[src/rtl/ann_mac_scheduler.sv]
// ann_mac_scheduler
//   Sequences the ANN multiply-accumulate datapath for one classification
//   pass: walks NUM_NEURONS neurons x NUM_INPUTS coefficients, fetches each
//   coefficient over a req/ready handshake and strobes the accumulator.
//
// Ports
//   clk_i            system clock, rising edge
//   n_rst_i          asynchronous active-low reset
//   start_i          begin a pass (only looked at in IDLE)
//   image_loaded_i   level, input image buffer valid
//   abort_i          synchronous cancel of the current pass
//   coeff_ready_i    coefficient at coeff_addr_o is valid this cycle
//   coeff_req_o      coefficient read request
//   coeff_addr_o     neuron_idx*NUM_INPUTS + input_idx
//   input_idx_o      current input index (image buffer select)
//   neuron_idx_o     current neuron index
//   acc_clear_o      clear accumulator
//   mac_en_o         accumulate coefficient x input this cycle
//   store_en_o       write accumulator to result slot neuron_idx_o
//   busy_o           high in every state except IDLE
//   done_o           one-cycle pulse at end of pass
//
// state    | meaning
// ---------+--------------------------------------------------
// IDLE     | waiting for start, all outputs low
// WAIT_IMG | start seen, waiting for the image buffer
// CLEAR    | clear accumulator for the current neuron
// REQ      | request coefficient, hold until coeff_ready_i
// MAC      | accumulate one product
// STORE    | write accumulator for the current neuron
// DONE     | pass complete pulse

module ann_mac_scheduler #(
   parameter int NUM_INPUTS  = 64,
   parameter int NUM_NEURONS = 10,
   parameter int IN_W        = 6,
   parameter int NEU_W       = 4,
   parameter int ADDR_W      = 10
) (
   input  logic              clk_i,
   input  logic              n_rst_i,
   input  logic              start_i,
   input  logic              image_loaded_i,
   input  logic              abort_i,
   input  logic              coeff_ready_i,
   output logic              coeff_req_o,
   output logic [ADDR_W-1:0] coeff_addr_o,
   output logic [IN_W-1:0]   input_idx_o,
   output logic [NEU_W-1:0]  neuron_idx_o,
   output logic              acc_clear_o,
   output logic              mac_en_o,
   output logic              store_en_o,
   output logic              busy_o,
   output logic              done_o
);

   typedef enum logic [2:0] {
      IDLE     = 3'd0,
      WAIT_IMG = 3'd1,
      CLEAR    = 3'd2,
      REQ      = 3'd3,
      MAC      = 3'd4,
      STORE    = 3'd5,
      DONE     = 3'd6
   } state_e;

   localparam logic [IN_W-1:0]  IN_LAST  = IN_W'(NUM_INPUTS - 1);
   localparam logic [NEU_W-1:0] NEU_LAST = NEU_W'(NUM_NEURONS - 1);

   state_e              state_q, state_d;
   logic [IN_W-1:0]     in_idx_q, in_idx_d;
   logic [NEU_W-1:0]    neu_idx_q, neu_idx_d;
   logic [ADDR_W-1:0]   addr_q, addr_d;

   always_ff @(posedge clk_i or negedge n_rst_i) begin
      if (!n_rst_i) begin
         state_q   <= IDLE;
         in_idx_q  <= '0;
         neu_idx_q <= '0;
         addr_q    <= '0;
      end else begin
         state_q   <= state_d;
         in_idx_q  <= in_idx_d;
         neu_idx_q <= neu_idx_d;
         addr_q    <= addr_d;
      end
   end

   // The address is a running counter that advances together with the
   // indices (next input, or next neuron at input 0), so it always equals
   // neuron_idx*NUM_INPUTS + input_idx without a multiplier.
   always_comb begin
      state_d   = state_q;
      in_idx_d  = in_idx_q;
      neu_idx_d = neu_idx_q;
      addr_d    = addr_q;

      // abort wins over everything; in IDLE it also suppresses start
      if (abort_i) begin
         state_d   = IDLE;
         in_idx_d  = '0;
         neu_idx_d = '0;
         addr_d    = '0;
      end else begin
         unique case (state_q)
            IDLE: begin
               if (start_i) begin
                  state_d = image_loaded_i ? CLEAR : WAIT_IMG;
               end
            end
            WAIT_IMG: begin
               if (image_loaded_i) begin
                  state_d = CLEAR;
               end
            end
            CLEAR: begin
               in_idx_d = '0;
               state_d  = REQ;
            end
            REQ: begin
               if (coeff_ready_i) begin
                  state_d = MAC;
               end
            end
            MAC: begin
               if (in_idx_q == IN_LAST) begin
                  state_d = STORE;
               end else begin
                  in_idx_d = in_idx_q + IN_W'(1);
                  addr_d   = addr_q + ADDR_W'(1);
                  state_d  = REQ;
               end
            end
            STORE: begin
               if (neu_idx_q == NEU_LAST) begin
                  state_d = DONE;
               end else begin
                  neu_idx_d = neu_idx_q + NEU_W'(1);
                  in_idx_d  = '0;
                  addr_d    = addr_q + ADDR_W'(1);
                  state_d   = CLEAR;
               end
            end
            DONE: begin
               state_d   = IDLE;
               in_idx_d  = '0;
               neu_idx_d = '0;
               addr_d    = '0;
            end
            default: begin
               state_d   = IDLE;
               in_idx_d  = '0;
               neu_idx_d = '0;
               addr_d    = '0;
            end
         endcase
      end
   end

   // Outputs decode registered state only.
   always_comb begin
      coeff_req_o  = (state_q == REQ);
      acc_clear_o  = (state_q == CLEAR);
      mac_en_o     = (state_q == MAC);
      store_en_o   = (state_q == STORE);
      done_o       = (state_q == DONE);
      busy_o       = (state_q != IDLE);
      coeff_addr_o = addr_q;
      input_idx_o  = in_idx_q;
      neuron_idx_o = neu_idx_q;
   end

endmodule

[config.mk]
export PLATFORM = sky130hd
export DESIGN_NAME = ann_mac_scheduler
export DESIGN_NICKNAME = d
export VERILOG_FILES = /design/src/rtl/ann_mac_scheduler.sv
export SDC_FILE = /design/constraint.sdc
export NUM_CORES = 1
export LEC_CHECK = 0
export ABC_AREA = 1
export CORE_MARGIN = 3
export CORE_UTILIZATION = 45
export CTS_CLUSTER_DIAMETER = 80
export DETAILED_ROUTE_END_ITERATION = 8
export PLACE_DENSITY = 0.75
export SLEW_MARGIN = 0
export SYNTH_ARGS = -nofsm -noshare
export SYNTH_HDL_FRONTEND = slang
export SYNTH_SLANG_ARGS = --single-unit
export TNS_END_PERCENT = 10
[constraint.sdc]
create_clock -name clk_i -period 1.33 [get_ports clk_i]
set_clock_uncertainty 0.05 [all_clocks]
set_input_delay 0.266 -clock clk_i [delete_from_list [all_inputs] [get_ports clk_i]]
set_output_delay 0.266 -clock clk_i [all_outputs]
set_load 0.05 [all_outputs]
After elaboration in Yosys (flattened, before gate mapping) --
Index checks and enable logic that the tools add are counted. W data, S select, Z words.
Operators by class: equality and inequality tests 16, $add $sub $neg 3, reduce and logical (&&, ||, !) cells 9, muxes and demuxes 19
Operators by type and width (count):
- $mux W10 | 3
- $pmux W10 S3 | 1
- $mux W3 | 6
- $mux W6 | 3
- $pmux W3 S6 | 1
- $pmux W6 S3 | 1
- $ne A3 B3 Y1 const B | 5
- $add A10 B1 Y10 const B | 1
- $eq A3 B3 Y1 const B | 3
- $reduce_and A3 Y1 | 3
- $mux W4 | 2
- $pmux W4 S2 | 1
- $add A6 B1 Y6 const B | 1
- $eq A3 B2 Y1 const B | 2
- $eq A6 B6 Y1 const B | 1
- $ne A2 B1 Y1 const B | 3
- $reduce_or A5 Y1 | 1
- $add A4 B1 Y4 const B | 1
- $eq A4 B4 Y1 const B | 1
- $reduce_or A4 Y1 | 1
- $eq A3 B1 Y1 const B | 1
- $logic_not A3 Y1 | 1
- $reduce_bool A3 Y1 | 1
- $reduce_or A3 Y1 | 1
- other kinds (2) | 2
Storage, ports and cells: input bits 6, logic and storage cells 51, register bits 23, output and inout port bits 26

Longest topological paths before layout --
word-level depth 4, gate-level depth with buffers 9, mapped depth without buffers 9

Least setup slack after synthesis --
OpenSTA, ideal clock, no wires.
kind register -> register, start register in_idx_q[0] (netlist: input_idx_o[0]), end register addr_q[3] (netlist: coeff_addr_o[3]), clock period less this slack 1836 ps, stages on the path, launching flop included 9, data required time 1204 ps, library setup time 76 ps, setup slack -506 ps, path buffers 1, arrival time 1709 ps, path through dfrtp_1 ha_1 nand3_1 nor2_1 nand2_2 nand3b_4 buf_6 nand2_1 o21ai_1
On the way: cells in the longest elaborated chain, start to end 3
RTL lines:
- from (decl) | line 71 | logic [IN_W-1:0] in_idx_q, in_idx_d;
- from (signal assigned) | line 83 | in_idx_q <= in_idx_d;
- $eq A6 B6 Y1 | line 126 | if (in_idx_q == IN_LAST) begin
- $ne A3 B3 Y1 (no source line)
- $reduce_and A3 Y1 (no source line)
- to (signal assigned) | line 85 | addr_q <= addr_d;
- to (decl) | line 73 | logic [ADDR_W-1:0] addr_q, addr_d;
Every way passes these cells. A chain may end at the register's enable or synchronous reset.

Worst setup path after layout --
start register state_q[0], end output port store_en_o
On the way: cells in the longest elaborated chain, start to end 1
RTL lines:
- from (decl) | line 70 | state_e state_q, state_d;
- from (signal assigned) | line 82 | state_q <= state_d;
- $eq A3 B3 Y1 | line 165 | store_en_o = (state_q == STORE);
- to (decl) | line 52 | output logic store_en_o,
Every way passes these cells.

==> run metrics <==
top routing layer used=met4; R2R depth=9; Worst Slack Setup Final=-0.3909 ns; routed wl met2=3.188 mm; unrepaired setup endpoints after global routing=yes; pin count of the biggest net entering global routing=24; maximum VDD drop=1.101 mV; max-cap viol count=0; vias in the first global route=1826; sequential power share=40.0%; Overall Global Routing Usage=24.83%; n_diodes=0; Final Power=1.921 mW; CP max FO=3; crit path capture=store_en_o; commonest non-fill, non-tap cells in the layout=nand2_1 (48), buf_4 (32), buf_12 (28), buf_6 (18), inv_1 (17); Clock Sinks=23; Die X=63.67 um; Avg Cell Area, Syn=7.335 um^2; origin of the critical flop-to-flop path=state_q[0]; die height=63.67 um; Switching Share=37.33%; crit end category=primary output; failing checks=negative setup slack; total grt overflow=0; combinational share of power=41.2%; CTS Buf Count=3; Area Overhead vs Synth=87.79%; number of nets in the layout=301; Hold Vio Cnt, Final=0; Metal-1 WL=2.410 mm; initial antenna violation count=0; worst slew pin tran=0.3114 ns; row cnt=20; total number of vias=1959; Clock Latency Late Sink=0.33 ns; Yosys reg bits=23; post-synthesis sequential area ratio=38.46%; Hold Path Class=in2async; P per Cell Area=683.6 nW/um^2; reg-to-reg critical path endpoint=input_idx_o[1]; DRT iter0 DRCs=311; Ports=32; R2R setup slack=-0.33 ns; DP Wirelength=3.178 mm; Worst-path clk slew=0.15 ns; Vias/cell=5.865; share of cells above drive strength 1=46.21%; commonest non-fill, non-tap cell in the layout=nand2_1; number of synthesized flops with an enable pin=0; Cells after Synth=204; Post-Route WL=6.358 mm; fin util=90.56%; syn nets=214; Cell Int Power=1.204 mW; Initial Utilization=48.23%; Max H-tree Level=1; Slew HR=79.24%; die footprint=4053 um^2; clock share of power=18.8%; met3 wire length=457 um; drt drc=0; post-synthesis async set-or-reset flop share=100.0%; Crit path required time=1.01 ns; Setup crit start=state_q[0]; routability cong.=0.9442; Routed wire per std cell=19.04 um; critical path data arrival time=1.40 ns; CTS Buffer Depth=2; Main synth FF type=dfrtp_1; fin. max-slew vios=0; Tcrit/Tclk final=129.4%; Setup Viol. Count Final=48; Leakage Power=1.287 nW; DRT Pass-1 Iters=6; post-route ant nets=0; NetSw=717.2 uW; yosys warns=0; Yosys cell types=35; Max Clk Rate=0.5811 GHz; CTS Root Cell=clkbuf_4; status=finished, violations left; core footprint=3103 um^2; global-route wire length before repair=7.969 mm; cts hold-fix bufs=0; CP Class=reg2out; post-route minimum period=1.721 ns; Mapped Area=1496 um^2; CTS tree=done; Startpoint Class=register; number of port buffers=31
[how the worst min path moves through the flow]
| stage | endpoint | slack (ns) | cells past startpoint | startpoint |
|---|---|---|---|---|
| 5_1_grt | input_idx_o[3] | 0.22 | 2 | n_rst_i |
| 4_1_cts | input_idx_o[3] | 0.23 | 2 | n_rst_i |
| 3_5_place_dp | coeff_addr_o[1] | 0.51 | 2 | coeff_addr_o[1] |
| 2_1_floorplan | coeff_addr_o[0] | -0.08 | 0 | n_rst_i |
| 6_report | input_idx_o[3] | 0.21 | 2 | n_rst_i |
| 3_3_place_gp | coeff_addr_o[1] | 0.48 | 2 | coeff_addr_o[1] |
[timing repair]
action,4_1_cts,5_1_grt
gates resized for setup,30,22
setup buffers,5,4
cloned,0,3
pin swaps,1,7
endpoints found under the setup margin,46,48
[critical path, cell delays in order, from the launching register on]
cell and delay, ns:
dfrtp_2 0.48, inv_4 0.09, nor2_4 0.05, nand2_2 0.10, clkinvlp_4 0.10, buf_6 0.12
buf_12 0.13
[flip-flops by register name, indices dropped and copies added (netlist names)]
name and cells:
coeff_addr_o 10, input_idx_o 6, neuron_idx_o 4, state_q 3
[cells by family after synthesis]
| group | synth area share (%) |
|---|---|
| buffers and inverters | 7.441 |
| and+or+nand+nor | 35.54 |
| DFF | 38.46 |
| adders and majority gates | 3.345 |
| AOI/OAI and AO/OA | 12.79 |
| muxes | 0.6689 |
| xor gates and xnor gates | 1.756 |
[power groups by stage]
stage | Sequential [mW] | Combinational [mW] | Clock (mW)
after floorplan | 0.764 | 0.314 | 0
after global placement | 0.761 | 0.637 | 0
after detailed placement | 0.762 | 0.645 | 0
after CTS | 0.757 | 0.680 | 0.351
after global routing | 0.773 | 0.835 | 0.386
final | 0.768 | 0.792 | 0.361
[area by class of cell]
| type | instances | area (um^2) |
|---|---|---|
| clock buffer | 3 | 22.52 |
| clock inverter | 1 | 5.005 |
| fill | 140 | 292.8 |
| inverter | 23 | 95.09 |
| multi-input combinational | 157 | 985.9 |
| sequential | 23 | 593.1 |
| tap | 44 | 55.05 |
| timing repair buffer | 83 | 1054 |
[per-layer routing]
metal  GRT usage, %  vias to the layer above
met5              0                        -
met4          11.32                        0
met3          4.456                       34
met2          43.68                      128
met1          29.05                      936
li1               -                      861
[synth_stat cells, types with 2 or more instances]
master	count	share of area, %
o21bai_1	2	1.0
nor3_1	3	1.0
dfrtp_1	23	38
nor2_2	3	1.3
nor2_1	22	5.5
nand2_1	52	13
o21ai_1	8	2.7
nand3_1	15	5.0
inv_1	22	5.5
buf_2	2	0.67
nand4_1	8	3.3
a21o_1	2	1.0
o21ai_0	7	2.3
o22ai_1	2	0.84
ha_1	4	3.3
a21oi_1	4	1.3
xor2_1	2	1.2
nand2_2	4	1.7
nor3b_1	3	1.5
[through the flow]
step	cell area (um^2)	std cells	TNS (ns)	hold slack (ns)	setup slack [ns]
5_1_grt	2810	334	-10.79	0.2232	-0.4311
3_3_place_gp	2501	318	-5.360	0.4824	-0.2593
6_report	2810	334	-8.527	0.2147	-0.3909
2_1_floorplan	1553	204	-4.096	-0.07959	-0.2259
4_1_cts	2664	327	-5.610	0.2290	-0.3422
3_5_place_dp	2501	318	-6.060	0.5106	-0.2996
Power figures use the tool's default switching activity.
